`config.mk`:
```
export PLATFORM = sky130hd
export DESIGN_NAME = pong_game_ctrl_flat
export DESIGN_NICKNAME = d
export VERILOG_FILES = /design/src/rtl/pong_game_ctrl_if.sv /design/src/rtl/pong_game_ctrl.sv /design/src/flat_wrapper.sv
export SDC_FILE = /design/constraint.sdc
export NUM_CORES = 1
export LEC_CHECK = 0
export BUFFER_PORTS_ARGS = -buffer_cell sky130_fd_sc_hd__clkbuf_2
export CAP_MARGIN = 10
export CORE_ASPECT_RATIO = 0.5
export CORE_MARGIN = 1
export CORE_UTILIZATION = 36
export CTS_BUF_LIST = sky130_fd_sc_hd__clkbuf_16
export CTS_CLUSTER_SIZE = 8
export DETAILED_ROUTE_END_ITERATION = 12
export GPL_TIMING_DRIVEN = 0
export PLACE_DENSITY = 0.59
export SETUP_SLACK_MARGIN = 0.4
export SYNTH_ARGS = -nofsm -noshare
export SYNTH_HDL_FRONTEND = slang
export SYNTH_SLANG_ARGS = --single-unit
```
`constraint.sdc`:
```
create_clock -name clk -period 11.38 [get_ports clk]
set_clock_uncertainty 0.05 [all_clocks]
set_input_delay 3.414 -clock clk [delete_from_list [all_inputs] [get_ports clk]]
set_output_delay 3.414 -clock clk [all_outputs]
set_load 0.03 [all_outputs]
```
`src/rtl/pong_game_ctrl_if.sv`:
```
// Signal bundle between the key debouncers / VGA timing block and pong_game_ctrl.
// The key inputs are single-cycle pulses with no ready/ack: a key is acted on in the one cycle it is high, or it is dropped.
interface pong_game_ctrl_if #(
    parameter int SCORE_W = 8
);
    logic               key_left;
    logic               key_right;
    logic               key_start;
    logic [9:0]         vga_xide;
    logic [9:0]         vga_yide;
    logic [7:0]         vga_data;
    logic [SCORE_W-1:0] score;
    logic [3:0]         lives;
    logic [1:0]         state;
    logic               game_over;

    modport slave (
        input  key_left, key_right, key_start, vga_xide, vga_yide,
        output vga_data, score, lives, state, game_over
    );

    modport master (
        output key_left, key_right, key_start, vga_xide, vga_yide,
        input  vga_data, score, lives, state, game_over
    );
endinterface

```
`src/rtl/pong_game_ctrl.sv`:
```
// Pong controller: ball/paddle motion, collisions, score/lives, game FSM and per-pixel colour.
// Define PONG_SPEEDUP_EN to make the ball speed up by one pixel/tick every 8 paddle hits (max 4).
module pong_game_ctrl #(
    parameter int H_DIS    = 800,
    parameter int V_DIS    = 600,
    parameter int SIDE     = 40,
    parameter int BALL     = 40,
    parameter int PAD_W    = 100,
    parameter int PAD_Y    = 579,
    parameter int PAD_STEP = 20,
    parameter int TICK     = 500000,
    parameter int LIVES    = 3,
    parameter int SCORE_W  = 8,
    parameter int X0       = 100,
    parameter int Y0       = 100
) (
    input  logic            clk,
    input  logic            rst_n,
    pong_game_ctrl_if.slave bus
);
    typedef enum logic [1:0] {
        S_IDLE = 2'd0,
        S_PLAY = 2'd1,
        S_MISS = 2'd2,
        S_OVER = 2'd3
    } state_t;

    localparam logic [10:0] SIDE_P   = 11'(SIDE);
    localparam logic [10:0] BALL_P   = 11'(BALL);
    localparam logic [10:0] PAD_W_P  = 11'(PAD_W);
    localparam logic [10:0] PAD_Y_P  = 11'(PAD_Y);
    localparam logic [10:0] STEP_P   = 11'(PAD_STEP);
    localparam logic [10:0] X0_P     = 11'(X0);
    localparam logic [10:0] Y0_P     = 11'(Y0);
    localparam logic [10:0] H_WALL   = 11'(H_DIS - SIDE);
    localparam logic [10:0] V_DIS_P  = 11'(V_DIS);
    localparam logic [10:0] V_MISS   = 11'(V_DIS - 1);
    localparam logic [10:0] PAD_MAX  = 11'(H_DIS - SIDE - PAD_W);
    localparam logic [10:0] PAD_MID  = 11'((H_DIS - PAD_W) / 2);
    localparam logic [3:0]  LIVES_P  = 4'(LIVES);
    localparam int          CNT_W    = (TICK > 1) ? $clog2(TICK) : 1;
    localparam logic [CNT_W-1:0] CNT_LAST = CNT_W'(TICK - 1);

    localparam logic [7:0] C_BLUE  = 8'b000_000_11;
    localparam logic [7:0] C_BLACK = 8'h00;
    localparam logic [7:0] C_GREEN = 8'b000_111_00;
    localparam logic [7:0] C_WHITE = 8'hFF;
    localparam logic [7:0] C_RED   = 8'b111_000_00;

    state_t             state_q, state_d;
    logic [10:0]        bx_q, bx_d, by_q, by_d, pad_q, pad_d;
    logic               dx_q, dx_d, dy_q, dy_d;
    logic [SCORE_W-1:0] score_q, score_d;
    logic [3:0]         lives_q, lives_d;
    logic [CNT_W-1:0]   cnt_q;
    logic               move_en;
    logic               pad_hit;
    logic [10:0]        step;

    always_ff @(posedge clk or negedge rst_n) begin
        if (!rst_n) begin
            cnt_q <= '0;
        end else if (cnt_q == CNT_LAST) begin
            cnt_q <= '0;
        end else begin
            cnt_q <= cnt_q + 1'b1;
        end
    end

    assign move_en = (cnt_q == CNT_LAST);

`ifdef PONG_SPEEDUP_EN
    logic [2:0] step_q, hit_cnt_q;

    // Held at serve speed for the whole IDLE stay, so every serve starts slow.
    always_ff @(posedge clk or negedge rst_n) begin
        if (!rst_n) begin
            step_q    <= 3'd1;
            hit_cnt_q <= 3'd0;
        end else if (state_q == S_IDLE) begin
            step_q    <= 3'd1;
            hit_cnt_q <= 3'd0;
        end else if (pad_hit) begin
            hit_cnt_q <= hit_cnt_q + 3'd1;
            if (hit_cnt_q == 3'd7 && step_q < 3'd4) begin
                step_q <= step_q + 3'd1;
            end
        end
    end

    assign step = {8'd0, step_q};
`else
    assign step = 11'd1;
`endif

    always_ff @(posedge clk or negedge rst_n) begin
        if (!rst_n) begin
            state_q <= S_IDLE;
            bx_q    <= X0_P;
            by_q    <= Y0_P;
            dx_q    <= 1'b1;
            dy_q    <= 1'b1;
            pad_q   <= PAD_MID;
            score_q <= '0;
            lives_q <= LIVES_P;
        end else begin
            state_q <= state_d;
            bx_q    <= bx_d;
            by_q    <= by_d;
            dx_q    <= dx_d;
            dy_q    <= dy_d;
            pad_q   <= pad_d;
            score_q <= score_d;
            lives_q <= lives_d;
        end
    end

    always_comb begin
        state_d = state_q;
        bx_d    = bx_q;
        by_d    = by_q;
        dx_d    = dx_q;
        dy_d    = dy_q;
        pad_d   = pad_q;
        score_d = score_q;
        lives_d = lives_q;
        pad_hit = 1'b0;

        // Opposite keys in the same cycle cancel out.
        if ((state_q == S_IDLE || state_q == S_PLAY) && (bus.key_left ^ bus.key_right)) begin
            if (bus.key_left) begin
                pad_d = (pad_q >= SIDE_P + STEP_P) ? pad_q - STEP_P : SIDE_P;
            end else begin
                pad_d = (pad_q + STEP_P <= PAD_MAX) ? pad_q + STEP_P : PAD_MAX;
            end
        end

        case (state_q)
            S_IDLE: begin
                bx_d = X0_P;
                by_d = Y0_P;
                dx_d = 1'b1;
                dy_d = 1'b1;
                if (bus.key_start) begin
                    state_d = S_PLAY;
                end
            end
            S_PLAY: begin
                if (move_en) begin
                    if (!dx_q && bx_q <= SIDE_P) begin
                        dx_d = 1'b1;
                    end else if (dx_q && bx_q + BALL_P >= H_WALL) begin
                        dx_d = 1'b0;
                    end
                    bx_d = dx_d ? bx_q + step : bx_q - step;

                    // Paddle overlap is judged against the already-stepped x.
                    if (!dy_q && by_q <= SIDE_P) begin
                        dy_d = 1'b1;
                    end else if (dy_q && by_q + BALL_P >= PAD_Y_P &&
                                 by_q + BALL_P < PAD_Y_P + step + 11'd1 &&
                                 bx_d + BALL_P > pad_q && bx_d < pad_q + PAD_W_P) begin
                        dy_d    = 1'b0;
                        pad_hit = 1'b1;
                    end
                    by_d = dy_d ? by_q + step : by_q - step;

                    if (dy_d && by_q + BALL_P >= V_MISS) begin
                        bx_d    = bx_q;
                        by_d    = by_q;
                        dx_d    = dx_q;
                        dy_d    = dy_q;
                        state_d = S_MISS;
                    end
                end
            end
            S_MISS: begin
                lives_d = lives_q - 4'd1;
                if (lives_q == 4'd1) begin
                    state_d = S_OVER;
                end else begin
                    state_d = S_IDLE;
                    bx_d    = X0_P;
                    by_d    = Y0_P;
                    dx_d    = 1'b1;
                    dy_d    = 1'b1;
                end
            end
            S_OVER: begin
                if (bus.key_start) begin
                    state_d = S_IDLE;
                    score_d = '0;
                    lives_d = LIVES_P;
                    bx_d    = X0_P;
                    by_d    = Y0_P;
                    dx_d    = 1'b1;
                    dy_d    = 1'b1;
                    pad_d   = PAD_MID;
                end
            end
            default: state_d = S_IDLE;
        endcase

        if (pad_hit && !(&score_q)) begin
            score_d = score_q + SCORE_W'(1);
        end
    end

    logic [10:0] px, py;
    logic        in_wall, in_ball, in_pad;
    logic [7:0]  pix;

    assign px      = {1'b0, bus.vga_xide};
    assign py      = {1'b0, bus.vga_yide};
    assign in_wall = (px < SIDE_P) || (px >= H_WALL) || (py < SIDE_P);
    assign in_ball = (px >= bx_q) && (px < bx_q + BALL_P) && (py >= by_q) && (py < by_q + BALL_P);
    assign in_pad  = (px >= pad_q) && (px < pad_q + PAD_W_P) && (py >= PAD_Y_P) && (py < V_DIS_P);

    always_comb begin
        pix = (state_q == S_OVER) ? C_RED : C_WHITE;
        if (in_pad)  pix = C_GREEN;
        if (in_ball) pix = C_BLACK;
        if (in_wall) pix = C_BLUE;
        if (!rst_n)  pix = C_BLACK;
    end

    assign bus.vga_data  = pix;
    assign bus.score     = score_q;
    assign bus.lives     = lives_q;
    assign bus.state     = state_q;
    assign bus.game_over = (state_q == S_OVER);
endmodule
```
`src/flat_wrapper.sv`:
```
// flat-port wrapper written by rule: the top's interface ports become plain ports
module pong_game_ctrl_flat 
#(
    parameter int H_DIS    = 800,
    parameter int V_DIS    = 600,
    parameter int SIDE     = 40,
    parameter int BALL     = 40,
    parameter int PAD_W    = 100,
    parameter int PAD_Y    = 579,
    parameter int PAD_STEP = 20,
    parameter int TICK     = 500000,
    parameter int LIVES    = 3,
    parameter int SCORE_W  = 8,
    parameter int X0       = 100,
    parameter int Y0       = 100
)
  (clk, rst_n, bus_key_left, bus_key_right, bus_key_start, bus_vga_xide, bus_vga_yide, bus_vga_data, bus_score, bus_lives, bus_state, bus_game_over);
  pong_game_ctrl_if #(.SCORE_W(SCORE_W)) bus_i ();
  input  logic clk;
  input  logic rst_n;
  input wire logic [$bits(bus_i.key_left)-1:0] bus_key_left;
  input wire logic [$bits(bus_i.key_right)-1:0] bus_key_right;
  input wire logic [$bits(bus_i.key_start)-1:0] bus_key_start;
  input wire logic [$bits(bus_i.vga_xide)-1:0] bus_vga_xide;
  input wire logic [$bits(bus_i.vga_yide)-1:0] bus_vga_yide;
  output wire logic [$bits(bus_i.vga_data)-1:0] bus_vga_data;
  output wire logic [$bits(bus_i.score)-1:0] bus_score;
  output wire logic [$bits(bus_i.lives)-1:0] bus_lives;
  output wire logic [$bits(bus_i.state)-1:0] bus_state;
  output wire logic [$bits(bus_i.game_over)-1:0] bus_game_over;
  assign bus_i.key_left = bus_key_left;
  assign bus_i.key_right = bus_key_right;
  assign bus_i.key_start = bus_key_start;
  assign bus_i.vga_xide = bus_vga_xide;
  assign bus_i.vga_yide = bus_vga_yide;
  assign bus_vga_data = bus_i.vga_data;
  assign bus_score = bus_i.score;
  assign bus_lives = bus_i.lives;
  assign bus_state = bus_i.state;
  assign bus_game_over = bus_i.game_over;
  pong_game_ctrl #(.H_DIS(H_DIS), .V_DIS(V_DIS), .SIDE(SIDE), .BALL(BALL), .PAD_W(PAD_W), .PAD_Y(PAD_Y), .PAD_STEP(PAD_STEP), .TICK(TICK), .LIVES(LIVES), .SCORE_W(SCORE_W), .X0(X0), .Y0(Y0)) u_core (.clk(clk), .rst_n(rst_n), .bus(bus_i));
endmodule
```
==> flow_summary.toml <==
[outcome]
status = "finished clean"

[cts]
ctsResizeCount = 0
cts_sinks = 68
clkLatencyLatePin_ps = 350
cts_hold_buf = 0
cts-root-buf = "clkbuf_16"
cts_buffers = 9
cts_tree = "built"
post_cts_buffers = 0
path_clk_slew_ps = 60
cts_max_level = 3
cts.path.max_buffers = 2

[grt]
grt_overflow = 0
antenna_found_initial = 0
top_usage_layer = "met2"
grt_start_max_net_pins = 60
track_usage_pct = 19.85
grt_pass1_wl_um = 30690
use_met3_pct = 3.289
grtUsageMet1_pct = 27.85
first_global_vias = 5852
grt_use_met2_pct = 31.69

[timing]
setup_tns_ps = 0
max_slew_margin_pct = 40.45
setup_violations = 0
fmax_ghz = 0.1073
min_period_over_period_pct = 81.86
finalHoldViolCount = 0
slew_viol_final = 0
worst-slew-pin-transition_ps = 885.1
setup_ws_ps = 2064
rsz0062_at_grt = "false"
min_period_ps = 9316

[placement]
globalplace.congestion = 0.8821
preCtsSetupSlack_ps = 2063
dp_cells = 1103
place_hpwl_um = 14500
io_buffers = 47
place_area_mm2 = 0.007421

[setup_path]
cp.required_ps = 7920
cp-end-kind = "output port"
worst_r2r_endpoint = "u_core.by_q[10]$_DFFE_PN0P_"
critPathMaxFanout = 6
r2r-start = "u_core.bx_q[3]$_DFFE_PN0P_"
cp-start-kind = "input pin"
critPathSlowestCell = "a211oi_1"
reg2reg_depth = 31
crit_top_cell = "a211oi_1"
arrival_ps = 5850
path_delay_family = "compound AO/OA/AOI/OAI gates"
ff2ff_setup_slack_ps = 3450
crit_type = "input pin to output port"
path_buf_inv = 3
crit_chain = "clkbuf_2, ha_1, a21o_1, a211oi_1, o21ai_0, a221oi_1, o31a_1, a211oi_1, a211oi_1, buf_4, clkbuf_2"
slowest_delay_ps = 420

[yosys]
synth_top_area_share_pct = 19.60
netlist_area_mm2 = 0.006832
synth.net_count = 930
synth_area_leaders = "ha_1 (20%), dfrtp_1 (19%), dfstp_2 (6.2%)"
yosysUniqueCellTypes = 74
syn_inst = 796
synth_seq_cells = 68
synth_seq_area_share_pct = 25.20
ys.flop_type = "dfrtp_1"
synth_warnings = 0
async_flop_share_pct = 100.0
synth_area_leader_cell = "ha_1"
synth_edf_count = 0
avgSynthCellArea_um2 = 8.582

[worst_hold_path]
hold_end = "u_core.cnt_q[4]$_DFF_PN0_"
worstHoldStart = "u_core.cnt_q[4]$_DFF_PN0_"
timing.hold.worst.class = "flip-flop to flip-flop"
hold_path_depth = 1

[layout]
diodes = 0
final_cell_mix = "ha_1 (107), o21ai_0 (64), inv_1 (55), dfrtp_1 (52)"
final_cell_area_mm2 = 0.007705
drive_gt1_share_pct = 12.44
layout_commonest_cell = "ha_1"
syn_to_final_growth_pct = 12.78
final_nets = 989
final_cell_count_no_fill = 1119
final_util_pct = 41.69

[floorplan]
start_util_pct = 36.97
ios = 48
die_area_mm2 = 0.01957
core.rowCount = 35
fp.dieH_um = 99.41
die_w_um = 196.8
core_mm2 = 0.01848

[power_and_ir_drop]
vdd_drop_max_uv = 80.95
p_leak_nw = 3.385
cellPowerDensity_mw_per_mm2 = 133.5

[route]
drc_errors = 0
first_iter_violations = 454
dr.pass1.iters = 5
vias = 6114
wl_per_cell_um = 16.58
via_per_inst = 5.464
detail-route-antenna-nets = 0
totalWireLength_um = 18560

[flow_run]
cap_violations = 0
## final cells by class
cell class,instances,area (µm²)
Fill cell,1861,10780
Multi-Input combinational cell,646,4767
Sequential cell,68,1722
Tap cell,259,324.1
Timing Repair Buffer,48,265.3
Clock buffer,9,225.2
Inverter,56,210.2
Buffer,26,132.6
Clock inverter,7,58.81
## worst max path at each step
stage | startpoint | endpoint | slack, ps | cells past startpoint
finish | bus_vga_xide[4] | bus_vga_data[4] | 2060 | 11
global route | bus_vga_xide[4] | bus_vga_data[4] | 1840 | 11
CTS | bus_vga_xide[4] | bus_vga_data[4] | 2060 | 11
detailed placement | bus_vga_xide[4] | bus_vga_data[4] | 2060 | 11
global placement | rst_n | bus_vga_data[4] | 1410 | 7
floorplan | bus_vga_xide[0] | bus_vga_data[3] | 2060 | 11
## state kept, by name, summed over array words and instances (netlist names)
name / flops
u_core.bus.lives: 4
u_core.bus.score: 8
u_core.bus.state: 2
u_core.bx_q: 11
u_core.by_q: 11
u_core.cnt_q: 19
u_core.dx_q: 1
u_core.dy_q: 1
u_core.pad_q: 11
## metrics by stage
step / hold slack [ps] / total power, mW
floorplan: 388.0 / 0.6201
global placement: 404.5 / 0.7390
detailed placement: 417.1 / 0.7436
CTS: 425.0 / 1.029
global route: 452.3 / 1.110
finish: 422.7 / 1.028
## cell usage after synthesis (8+ instances only)
library cell	count
nand4_1	12
nor2_1	48
a31oi_1	15
a21o_1	14
nor3_1	29
clkbuf_1	13
dfstp_2	16
xor2_1	23
dfrtp_1	52
and3_1	11
o21ai_0	64
nand3_1	27
inv_1	55
a21oi_1	44
nand2b_1	10
xnor2_1	38
nor4_1	8
a211oi_1	13
o21a_1	11
ha_1	107
nand2_1	48
## power by group
part / internal [mW] / switching (mW) / total [mW] / leakage [nW]
clock network: 0.151 / 0.127 / 0.278 / 0.133
registers: 0.262 / 0.0123 / 0.274 / 0.815
logic: 0.184 / 0.293 / 0.477 / 2.44
## cells by family (layout without fill, tap and decap cells)
family | Yosys count | count (layout) | synth area share (%)
buf+inv | 82 | 146 | 5.018
simple gates | 230 | 230 | 17.14
xor+xnor | 61 | 61 | 7.820
mux | 5 | 5 | 0.7509
compound gates | 241 | 241 | 23.88
fa+ha+maj | 109 | 109 | 20.18
flops | 68 | 68 | 25.20
## routing by layer
metal	wire length (µm)	part of all wire [%]
met3	741	4.0
met5	0	0
met2	8199	44
met4	232	1.3
met1	9382	51
(Power assumes the default switching activity.)
